--- src/rtl/hazard_ctrl_if.sv ---
// Hazard controller bundle: decode/execute/writeback observations in,
// stall, flush and forward-select controls out.
interface hazard_ctrl_if;
    logic [4:0] adr1D;
    logic [4:0] adr2D;
    logic [4:0] rdE;
    logic       reg_writeE;
    logic [1:0] wb_selE;
    logic [4:0] rdW;
    logic       reg_writeW;
    logic       redirectE;
    logic       stallF;
    logic       stallD;
    logic       flushD;
    logic       flushE;
    logic [1:0] fwd_a_selD;
    logic [1:0] fwd_b_selD;

    modport master (
        output adr1D, adr2D, rdE, reg_writeE, wb_selE,
        output rdW, reg_writeW, redirectE,
        input  stallF, stallD, flushD, flushE,
        input  fwd_a_selD, fwd_b_selD
    );

    modport slave (
        input  adr1D, adr2D, rdE, reg_writeE, wb_selE,
        input  rdW, reg_writeW, redirectE,
        output stallF, stallD, flushD, flushE,
        output fwd_a_selD, fwd_b_selD
    );
endinterface

--- src/rtl/hazard_ctrl.sv ---
// Load-use stall FSM, redirect flush and forwarding select for the 3-stage core.
// Optional stall/flush perf counters: define HAZARD_PERF_CNT_EN.
module hazard_ctrl #(
    parameter int unsigned LOAD_LAT = 1,
    parameter logic [1:0]  WB_MEM   = 2'b01
) (
    input  logic        clk,
    input  logic        rst,
    hazard_ctrl_if.slave hz
`ifdef HAZARD_PERF_CNT_EN
    ,
    output logic [31:0] stall_cnt,
    output logic [31:0] flush_cnt
`endif
);
    typedef enum logic {IDLE, LSTALL} state_t;

    localparam logic [2:0] LAT_M1 = 3'(LOAD_LAT - 1);

    state_t     state;
    logic [2:0] cnt;
    logic       luse;
    logic       stall;
    logic       redir;

    function automatic logic [1:0] fwd_sel(
        input logic [4:0] adr,
        input logic [4:0] rd_e,
        input logic       we_e,
        input logic [1:0] sel_e,
        input logic [4:0] rd_w,
        input logic       we_w
    );
        if (we_e && rd_e != 5'd0 && rd_e == adr && sel_e != WB_MEM)
            return 2'b01;
        else if (we_w && rd_w != 5'd0 && rd_w == adr)
            return 2'b10;
        else
            return 2'b00;
    endfunction

    assign luse = hz.reg_writeE && hz.wb_selE == WB_MEM &&
                  hz.rdE != 5'd0 &&
                  (hz.rdE == hz.adr1D || hz.rdE == hz.adr2D);

    // Redirect outranks any stall; luse only matters from IDLE.
    assign redir = !rst && hz.redirectE;
    assign stall = !rst && !hz.redirectE &&
                   (state == LSTALL || luse);

    assign hz.stallF = stall;
    assign hz.stallD = stall;
    assign hz.flushD = redir;
    assign hz.flushE = stall || redir;

    assign hz.fwd_a_selD = rst ? 2'b00 :
        fwd_sel(hz.adr1D, hz.rdE, hz.reg_writeE, hz.wb_selE,
                hz.rdW, hz.reg_writeW);
    assign hz.fwd_b_selD = rst ? 2'b00 :
        fwd_sel(hz.adr2D, hz.rdE, hz.reg_writeE, hz.wb_selE,
                hz.rdW, hz.reg_writeW);

    always_ff @(posedge clk) begin
        if (rst) begin
            state <= IDLE;
            cnt   <= 3'd0;
        end else if (hz.redirectE) begin
            state <= IDLE;
            cnt   <= 3'd0;
        end else begin
            unique case (state)
                IDLE: begin
                    if (luse && LOAD_LAT > 1) begin
                        state <= LSTALL;
                        cnt   <= LAT_M1;
                    end
                end
                LSTALL: begin
                    if (cnt == 3'd1) begin
                        state <= IDLE;
                        cnt   <= 3'd0;
                    end else begin
                        cnt <= cnt - 3'd1;
                    end
                end
                default: begin
                    state <= IDLE;
                    cnt   <= 3'd0;
                end
            endcase
        end
    end

`ifdef HAZARD_PERF_CNT_EN
    always_ff @(posedge clk) begin
        if (rst) begin
            stall_cnt <= 32'd0;
            flush_cnt <= 32'd0;
        end else begin
            if (stall)
                stall_cnt <= stall_cnt + 32'd1;
            if (hz.redirectE)
                flush_cnt <= flush_cnt + 32'd1;
        end
    end
`endif
endmodule

--- src/flat_wrapper.sv ---
// flat-port wrapper written by rule: the top's interface ports become plain ports
module hazard_ctrl_flat 
#(
    parameter int unsigned LOAD_LAT = 1,
    parameter logic [1:0]  WB_MEM   = 2'b01
)
  (clk, rst, hz_adr1D, hz_adr2D, hz_rdE, hz_reg_writeE, hz_wb_selE, hz_rdW, hz_reg_writeW, hz_redirectE, hz_stallF, hz_stallD, hz_flushD, hz_flushE, hz_fwd_a_selD, hz_fwd_b_selD);
  hazard_ctrl_if hz_i ();
  input  logic clk;
  input  logic rst;
  input wire logic [$bits(hz_i.adr1D)-1:0] hz_adr1D;
  input wire logic [$bits(hz_i.adr2D)-1:0] hz_adr2D;
  input wire logic [$bits(hz_i.rdE)-1:0] hz_rdE;
  input wire logic [$bits(hz_i.reg_writeE)-1:0] hz_reg_writeE;
  input wire logic [$bits(hz_i.wb_selE)-1:0] hz_wb_selE;
  input wire logic [$bits(hz_i.rdW)-1:0] hz_rdW;
  input wire logic [$bits(hz_i.reg_writeW)-1:0] hz_reg_writeW;
  input wire logic [$bits(hz_i.redirectE)-1:0] hz_redirectE;
  output wire logic [$bits(hz_i.stallF)-1:0] hz_stallF;
  output wire logic [$bits(hz_i.stallD)-1:0] hz_stallD;
  output wire logic [$bits(hz_i.flushD)-1:0] hz_flushD;
  output wire logic [$bits(hz_i.flushE)-1:0] hz_flushE;
  output wire logic [$bits(hz_i.fwd_a_selD)-1:0] hz_fwd_a_selD;
  output wire logic [$bits(hz_i.fwd_b_selD)-1:0] hz_fwd_b_selD;
  assign hz_i.adr1D = hz_adr1D;
  assign hz_i.adr2D = hz_adr2D;
  assign hz_i.rdE = hz_rdE;
  assign hz_i.reg_writeE = hz_reg_writeE;
  assign hz_i.wb_selE = hz_wb_selE;
  assign hz_i.rdW = hz_rdW;
  assign hz_i.reg_writeW = hz_reg_writeW;
  assign hz_i.redirectE = hz_redirectE;
  assign hz_stallF = hz_i.stallF;
  assign hz_stallD = hz_i.stallD;
  assign hz_flushD = hz_i.flushD;
  assign hz_flushE = hz_i.flushE;
  assign hz_fwd_a_selD = hz_i.fwd_a_selD;
  assign hz_fwd_b_selD = hz_i.fwd_b_selD;
  hazard_ctrl #(.LOAD_LAT(LOAD_LAT), .WB_MEM(WB_MEM)) u_core (.clk(clk), .rst(rst), .hz(hz_i));
endmodule
--- config.mk ---
export PLATFORM = sky130hd
export DESIGN_NAME = hazard_ctrl_flat
export DESIGN_NICKNAME = d
export VERILOG_FILES = /design/src/rtl/hazard_ctrl_if.sv /design/src/rtl/hazard_ctrl.sv /design/src/flat_wrapper.sv
export SDC_FILE = /design/constraint.sdc
export NUM_CORES = 1
export LEC_CHECK = 0
export ABC_CLOCK_PERIOD_IN_PS = 1420
export BUFFER_PORTS_ARGS = -buffer_cell sky130_fd_sc_hd__buf_2
export CAP_MARGIN = 30
export CORE_MARGIN = 8
export CORE_UTILIZATION = 36
export CTS_BUF_LIST = sky130_fd_sc_hd__clkbuf_16
export CTS_CLUSTER_SIZE = 12
export DETAILED_ROUTE_END_ITERATION = 6
export GPL_TIMING_DRIVEN = 0
export PLACE_DENSITY = 0.73
export SYNTH_ARGS = -nofsm -noshare
export SYNTH_HDL_FRONTEND = slang
export SYNTH_SLANG_ARGS = --single-unit
export TNS_END_PERCENT = 20
--- constraint.sdc ---
create_clock -name clk -period 1.42 [get_ports clk]
set_clock_uncertainty 0.1 [all_clocks]
set_input_delay 0.142 -clock clk [delete_from_list [all_inputs] [get_ports clk]]
set_output_delay 0.142 -clock clk [all_outputs]
set_load 0.01 [all_outputs]
==> results.py, run 1 <==
metrics = {
    "yosys": {
        "synth.distinct_cells": 26,
        "synth.avg_cell_area_um2": 8.27,
        "synth_cells": 64,
        "seq_area_frac_synth_pct": 15.1,
        "syn_nets": 93,
        "synth_area_um2": 529,
        "ys.warnings.count": 0,
        "ys_ff_latch": 4,
    },
    "run_status": {
        "violations": "setup timing",
        "status": "finished with violations",
    },
    "sta": {
        "fmax_mhz": 583,
        "min_period_ps": 1720,
        "whs_ps": 288,
        "worstMarginPinSlew_ps": 355,
        "slew_headroom_pct": 76.1,
        "finalMaxSlewViolations": 0,
        "hold_viol_final": 0,
        "setup_viol": 7,
        "fin_crit_sh_pct": 121,
        "rsz0062_at_grt": "true",
        "worst_slack_ps": -296,
    },
    "worst_setup_path": {
        "worst_path_most_repeated_cell": "buf_6",
        "crit_path_max_fanout": 3,
        "crit_slowest_cell": "a2111oi_4",
        "worstSetupStartpointType": "primary input",
        "critPathArrivalTime_ps": 1470,
        "critPathRequiredTime_ps": 1180,
        "worstSetupPathType": "in2out",
        "max_stage_delay_ps": 400,
        "path_cells": "buf_6 > xor2_1 > nor3_1 > nand3_1 > a2111oi_4 > a21o_1 > buf_6 > buf_6",
        "end_kind": "output pin",
    },
    "route": {
        "vias_per_cell": 5.09,
        "via_count": 616,
        "drtPass1Iterations": 4,
        "wire_per_inst_um": 13.7,
        "ant_nets": 0,
        "drc": 0,
        "first_iter_violations": 8,
        "routed_wirelength_mm": 1.66,
    },
    "cells_and_area": {
        "stdcell_count": 121,
        "fillers": 138,
        "multi_input_area_um2": 464,
        "design_area_um2": 901,
        "layout-drive-gt1-share_pct": 49.5,
        "area_growth_pct": 70.2,
        "nets": 136,
        "regArea_um2": 80.1,
        "diodes": 0,
    },
    "clocking": {
        "cts_root_buffer": "clkbuf_16",
        "insertion_delay_ps": 220,
        "cts.path.max_buffers": 2,
        "path_clk_slew_ps": 30,
        "cts_tree": "built",
        "cts_buffers": 3,
        "cts_hold_buf": 0,
        "clock-sinks": 4,
        "htree_levels": 1,
    },
    "power": {
        "irDropWorstVdd_mv": 0.695,
        "finalPower_uw": 716,
        "power_leakage_uw": 0.000397,
        "powerDensity_nw_per_um2": 795,
    },
    "die": {
        "start_util_pct": 36.8,
        "die_w_um": 54.3,
        "die_h_um": 54.3,
        "rows": 14,
        "dieArea_um2": 2950,
        "core-area_um2": 1440,
        "ios": 35,
    },
    "run": {
        "maxCapViolations": 0,
    },
    "grt": {
        "grt_antenna_before_repair": 0,
        "grt_pass1_vias": 746,
        "grt-ovfl-total": 0,
        "grt_max_degree": 8,
        "grt_first_pass_wirelength_mm": 2.79,
        "grt_util_all_layers_pct": 12.3,
    },
    "placed_design": {
        "place_congestion": 0.732,
        "placedCellCount": 114,
        "dpl_cell_area_um2": 719,
        "dp_hpwl_mm": 1.32,
        "port_buffers": 34,
    },
    "worst_hold_path": {
        "min_path_type": "in2reg",
    },
}
## layout by cell type, fill, tap and decap left out, types with 2 or more instances in the layout
| cell type | Yosys | layout |
|---|---|---|
| xor2_1 | 12 | 12 |
| dfxtp_1 | 4 | 4 |
| nor4_1 | 2 | 2 |
| o21ai_1 | 2 | 2 |
| or2b_4 | 2 | 2 |
| nor3_2 | 1 | 2 |
| nor3_1 | 4 | 3 |
| nor2_1 | 6 | 6 |
| buf_6 | 0 | 6 |
| o2111a_1 | 2 | 2 |
| inv_1 | 2 | 2 |
| buf_2 | 0 | 29 |
| clkbuf_16 | 0 | 3 |
| xnor2_1 | 8 | 8 |
| ha_1 | 2 | 2 |
| buf_4 | 1 | 3 |
| nor2b_1 | 2 | 2 |
## layer usage
metal	vias to the layer above	share of wire, %	track usage (%)
met3	4	7.9	5.16
met1	272	41	12.1
li1	307	-	-
met2	33	50	22.1
met5	-	0	0
met4	0	1.5	5.33
## timing repair
| action | CTS | global route |
|---|---|---|
| gates resized for setup | 15 | 1 |
| gates cloned | 0 | 0 |
| endpoints found under the setup margin | 7 | 7 |
| setup buffers | 3 | 1 |
| pin swaps | 7 | 0 |
## cell families (layout without fill, tap and decap cells)
group	after synthesis	after routing	share of synthesized area [%]
AO/OA/AOI/OAI	10	10	15.8
XOR/XNOR	20	20	33.1
adder cells (fa/ha/maj)	2	2	4.73
buffers and inverters	4	45	3.55
flip-flops	4	4	15.1
multiplexers	1	1	2.13
AND/OR/NAND/NOR	23	23	25.5
## worst max-delay path: cells and delay by family
family	cells	cell delay [ps]
compound gates	2	550
xor+xnor	1	140
simple gates	2	360
buf+inv	3	290
## metrics by stage
step           setup TNS, ps  util [%]  setup WS (ps)
2_1_floorplan           -116         -          -86.1
6_report               -1760      62.7           -296
4_1_cts                -1690      61.8           -283
5_1_grt                -2110      62.7           -354
3_3_place_gp           -1670      50.1           -362
3_5_place_dp           -1700      50.1           -355
## registers in the layout, indices dropped and copies added (netlist names)
| signal | cells |
|---|---|
| u_core.cnt | 3 |
| u_core.state | 1 |
## layout make-up
cell class                      instances  share of cell area (%)
Multi-Input combinational cell         56                    51.5
Timing Repair Buffer                   38                    26.5
Sequential cell                         4                    8.89
Clock buffer                            3                    8.33
Tap cell                               16                    2.22
Buffer                                  1                    1.25
Inverter                                3                    1.25
## where the power goes
part           total [µW]  switching (µW)  internal (µW)
Clock                 435            75.8            359
Sequential            113               0            113
Combinational         168            78.9           89.0
Total                 716             155            562
## cells in the mapped netlist, drive strengths merged
cell,count,area share (%)
a2111oi,1,2.8
a211oi,1,1.4
a21o,1,1.4
a21oi,1,0.94
buf,1,1.4
dfxtp,4,15
ha,2,4.7
inv,3,2.1
mux2,1,2.1
nand2,1,0.71
nand3,2,1.9
nor2,6,4.3
nor2b,2,2.4
nor3,5,5.7
nor4,2,2.4
o2111a,2,4.3
o21ai,3,3.5
o21bai,1,1.4
or2,1,1.2
or2b,2,4.3
or4,2,2.8
xnor2,8,13
xor2,12,20
## final timing paths
| kind | endpoint | cells after the start | start | slack [ps] |
|---|---|---|---|---|
| worst max-delay path | hz_stallF | 8 | hz_rdE[4] | -300 |
| worst min-delay path | u_core.cnt[0] | 3 | hz_redirectE | 290 |
| worst max register to register | u_core.cnt[0] | 6 | u_core.cnt[1] | 200 |
| worst min register to register | u_core.cnt[1] | 2 | u_core.cnt[1] | 380 |
Note: power is estimated with default switching activity, not from simulation.
==> run 2: changes to the inputs <==
--- a/config.mk
+++ b/config.mk
@@ -5,16 +5,17 @@
 export SDC_FILE = /design/constraint.sdc
 export NUM_CORES = 1
 export LEC_CHECK = 0
+export ABC_AREA = 1
 export ABC_CLOCK_PERIOD_IN_PS = 1420
 export BUFFER_PORTS_ARGS = -buffer_cell sky130_fd_sc_hd__buf_2
 export CAP_MARGIN = 30
 export CORE_MARGIN = 8
-export CORE_UTILIZATION = 36
+export CORE_UTILIZATION = 39
 export CTS_BUF_LIST = sky130_fd_sc_hd__clkbuf_16
 export CTS_CLUSTER_SIZE = 12
 export DETAILED_ROUTE_END_ITERATION = 6
 export GPL_TIMING_DRIVEN = 0
-export PLACE_DENSITY = 0.73
+export PLACE_DENSITY = 0.74
 export SYNTH_ARGS = -nofsm -noshare
 export SYNTH_HDL_FRONTEND = slang
 export SYNTH_SLANG_ARGS = --single-unit
==> results.py, run 2 <==
metrics = {
    "run_status": {
        "status": "completed",
    },
    "power": {
        "powerDensity_nw_per_um2": 768,
        "irDropWorstVdd_mv": 0.938,
        "power_leakage_uw": 0.000536,
    },
    "route": {
        "first_iter_violations": 12,
        "ant_nets": 0,
        "vias_per_cell": 4.66,
        "drc": 0,
        "drtPass1Iterations": 4,
        "via_count": 811,
        "wire_per_inst_um": 10.3,
        "routed_wirelength_mm": 1.80,
    },
    "cells_and_area": {
        "design_area_um2": 940,
        "finish.utilization_pct": 61.0,
        "area_growth_pct": 43.9,
        "final_common_cell": "nand2_1",
        "nets": 189,
        "stdcell_count": 174,
        "largest_reg_flops": 3,
        "regMostFlops": "u_core.cnt",
        "layout-drive-gt1-share_pct": 38.0,
        "fillers": 154,
        "top_regs": "u_core.cnt: 3 flops, u_core.state: 1 flops",
        "layout_common_cells": "nand2_1 (39), buf_2 (33), inv_1 (19)",
        "diodes": 0,
    },
    "sta": {
        "finalMaxSlewViolations": 0,
        "min_period_ps": 1320,
        "hold_viol_final": 0,
        "worstMarginPinSlew_ps": 212,
        "fin_crit_sh_pct": 92.9,
        "setup_viol": 0,
        "rsz0062_at_grt": "false",
        "fmax_mhz": 758,
        "slew_headroom_pct": 85.8,
        "fin_setup_tns_ps": 0,
    },
    "yosys": {
        "ys_ff_latch": 4,
        "ys_async_sr_fraction_pct": 0,
        "yosysTopAreaCell": "nand2_1",
        "yosys.cell_count.top_type": "nand2_1",
        "seq_area_frac_synth_pct": 12.3,
        "synth.avg_cell_area_um2": 5.40,
        "synth_common_cells": "nand2_1 (40), inv_1 (19), nor2_1 (16), xnor2_1 (7)",
        "synth-edff-count": 0,
        "synth.distinct_cells": 18,
        "synth_area_um2": 653,
        "syn_nets": 150,
        "synth_top_area_share_pct": 23.0,
        "synth_ff_type": "dfxtp_1",
        "synth_cells": 121,
        "ys.warnings.count": 0,
        "ys_top_cells_by_area": "nand2_1 (23%), dfxtp_1 (12%), inv_1 (11%), xnor2_1 (9.4%), nor2_1 (9.2%)",
    },
    "worst_setup_path": {
        "r2r-end": "u_core.cnt[2]",
        "critPathArrivalTime_ps": 1080,
        "end_kind": "output pin",
        "max_stage_delay_ps": 420,
        "reg2reg_slack_ps": 380,
        "worstSetupStartpointType": "register",
        "path_cells": "nand2_1 > nand2_2 > buf_4 > buf_6",
        "worstSetupPathType": "reg2out",
        "crit_start": "u_core.state",
        "crit_slowest_cell": "dfxtp_1",
        "critical_path_cell_count": 4,
        "critPathTopFamily": "flip-flops",
        "rr_startpoint": "u_core.cnt[0]",
        "path_buf_inv": 2,
        "critical_path.endpoint": "hz_stallF",
        "critPathRequiredTime_ps": 1180,
        "crit_path_max_fanout": 6,
        "ff2ff_path_depth": 5,
    },
    "placed_design": {
        "placedCellCount": 171,
        "dpl_cell_area_um2": 843,
        "port_buffers": 34,
        "dp_hpwl_mm": 1.55,
        "place_congestion": 0.792,
    },
    "clocking": {
        "htree_levels": 1,
        "cts_root_buffer": "clkbuf_16",
        "cts.path.max_buffers": 2,
        "cts_tree": "built",
        "cts_buffers": 3,
        "clock-sinks": 4,
        "path_clk_slew_ps": 30,
        "insertion_delay_ps": 220,
    },
    "die": {
        "rows": 14,
        "die_w_um": 56.9,
        "start_util_pct": 42.4,
        "die_h_um": 56.9,
        "dieArea_um2": 3240,
        "core-area_um2": 1540,
        "ios": 35,
    },
    "worst_hold_path": {
        "min_path_type": "in2reg",
    },
    "grt": {
        "grt_antenna_before_repair": 0,
        "grt-ovfl-total": 0,
        "grt_first_pass_wirelength_mm": 3.15,
        "grt_pass1_vias": 791,
        "grt_max_degree": 7,
        "grt_util_all_layers_pct": 11.5,
    },
    "run": {
        "maxCapViolations": 0,
    },
}
-- run 2: changes by cell type in the layout (fill, tap and decap cells not counted), moves of 5 or more --
cell,previous run,this run
a21oi_1,1,6
nor2_2,0,6
nor2_1,6,11
nand3_1,1,6
nand2_1,1,39
inv_1,2,19
buf_6,6,1
xor2_1,12,0
-- run 2: metal layers --
layer | track usage (%) | up-vias | routed length, µm
li1 | - | 443 | -
met1 | 13.1 | 343 | 830
met2 | 18.9 | 23 | 832
met3 | 5.17 | 2 | 117
met4 | 3.02 | 0 | 17
met5 | 0 | - | 0
-- run 2: how the worst min path moves through the flow --
stage               cells past startpoint  slack, ps          endpoint         start
floorplan                               1        220  hz_fwd_a_selD[0]           rst
global placement                        4        360     u_core.cnt[0]  hz_redirectE
detailed placement                      4        380     u_core.cnt[0]  hz_redirectE
CTS                                     4        150     u_core.cnt[0]  hz_redirectE
global route                            4        160     u_core.cnt[0]  hz_redirectE
finish                                  4        110     u_core.cnt[0]  hz_redirectE
-- run 2: what timing repair did --
| item | 4_1_cts | 5_1_grt |
|---|---|---|
| setup buffers | 0 | 0 |
| hold buffers | 0 | 0 |
| gates resized for setup | 0 | 7 |
| setup endpoints to repair | 0 | 2 |
-- run 2: kinds of logic after synthesis --
group | after synthesis | share of synthesized area (%)
AOI/OAI and AO/OA | 11 | 9.00
DFF | 4 | 12.3
and+or+nand+nor | 73 | 51.2
xor gates and xnor gates | 7 | 9.39
buffers and inverters | 24 | 14.4
adders and majority gates | 2 | 3.83
-- run 2: area by class of cell --
cell class	count	area, µm²	area share, %
Timing Repair Buffer	34	176	18.8
Inverter	23	86.3	9.19
Clock buffer	3	75.1	7.99
Multi-Input combinational cell	93	494	52.6
Sequential cell	4	80.1	8.52
Tap cell	16	20.0	2.13
Buffer	1	7.51	0.799
-- run 2: report_power, final --
part / internal, µW / switching, µW / total [µW] / leakage, µW
Clock: 359 / 74.4 / 434 / 0.0000370
Combinational: 77.6 / 97.5 / 175 / 0.000467
Sequential: 113 / 0 / 113 / 0.0000322
-- run 2: worst register-to-register path, stage by stage, from the launching register on --
cell	delay, ps
dfxtp_1	340
inv_1	70
ha_1	190
nand2_1	80
o21ai_0	80
a21oi_1	120
-- run 2: through the flow --
stage	setup slack [ps]	hold slack (ps)	power, µW
global route	5.93	157	760
finish	101	114	722
CTS	39.6	148	724
global placement	60.7	359	281
floorplan	368	217	211
detailed placement	39.7	379	284
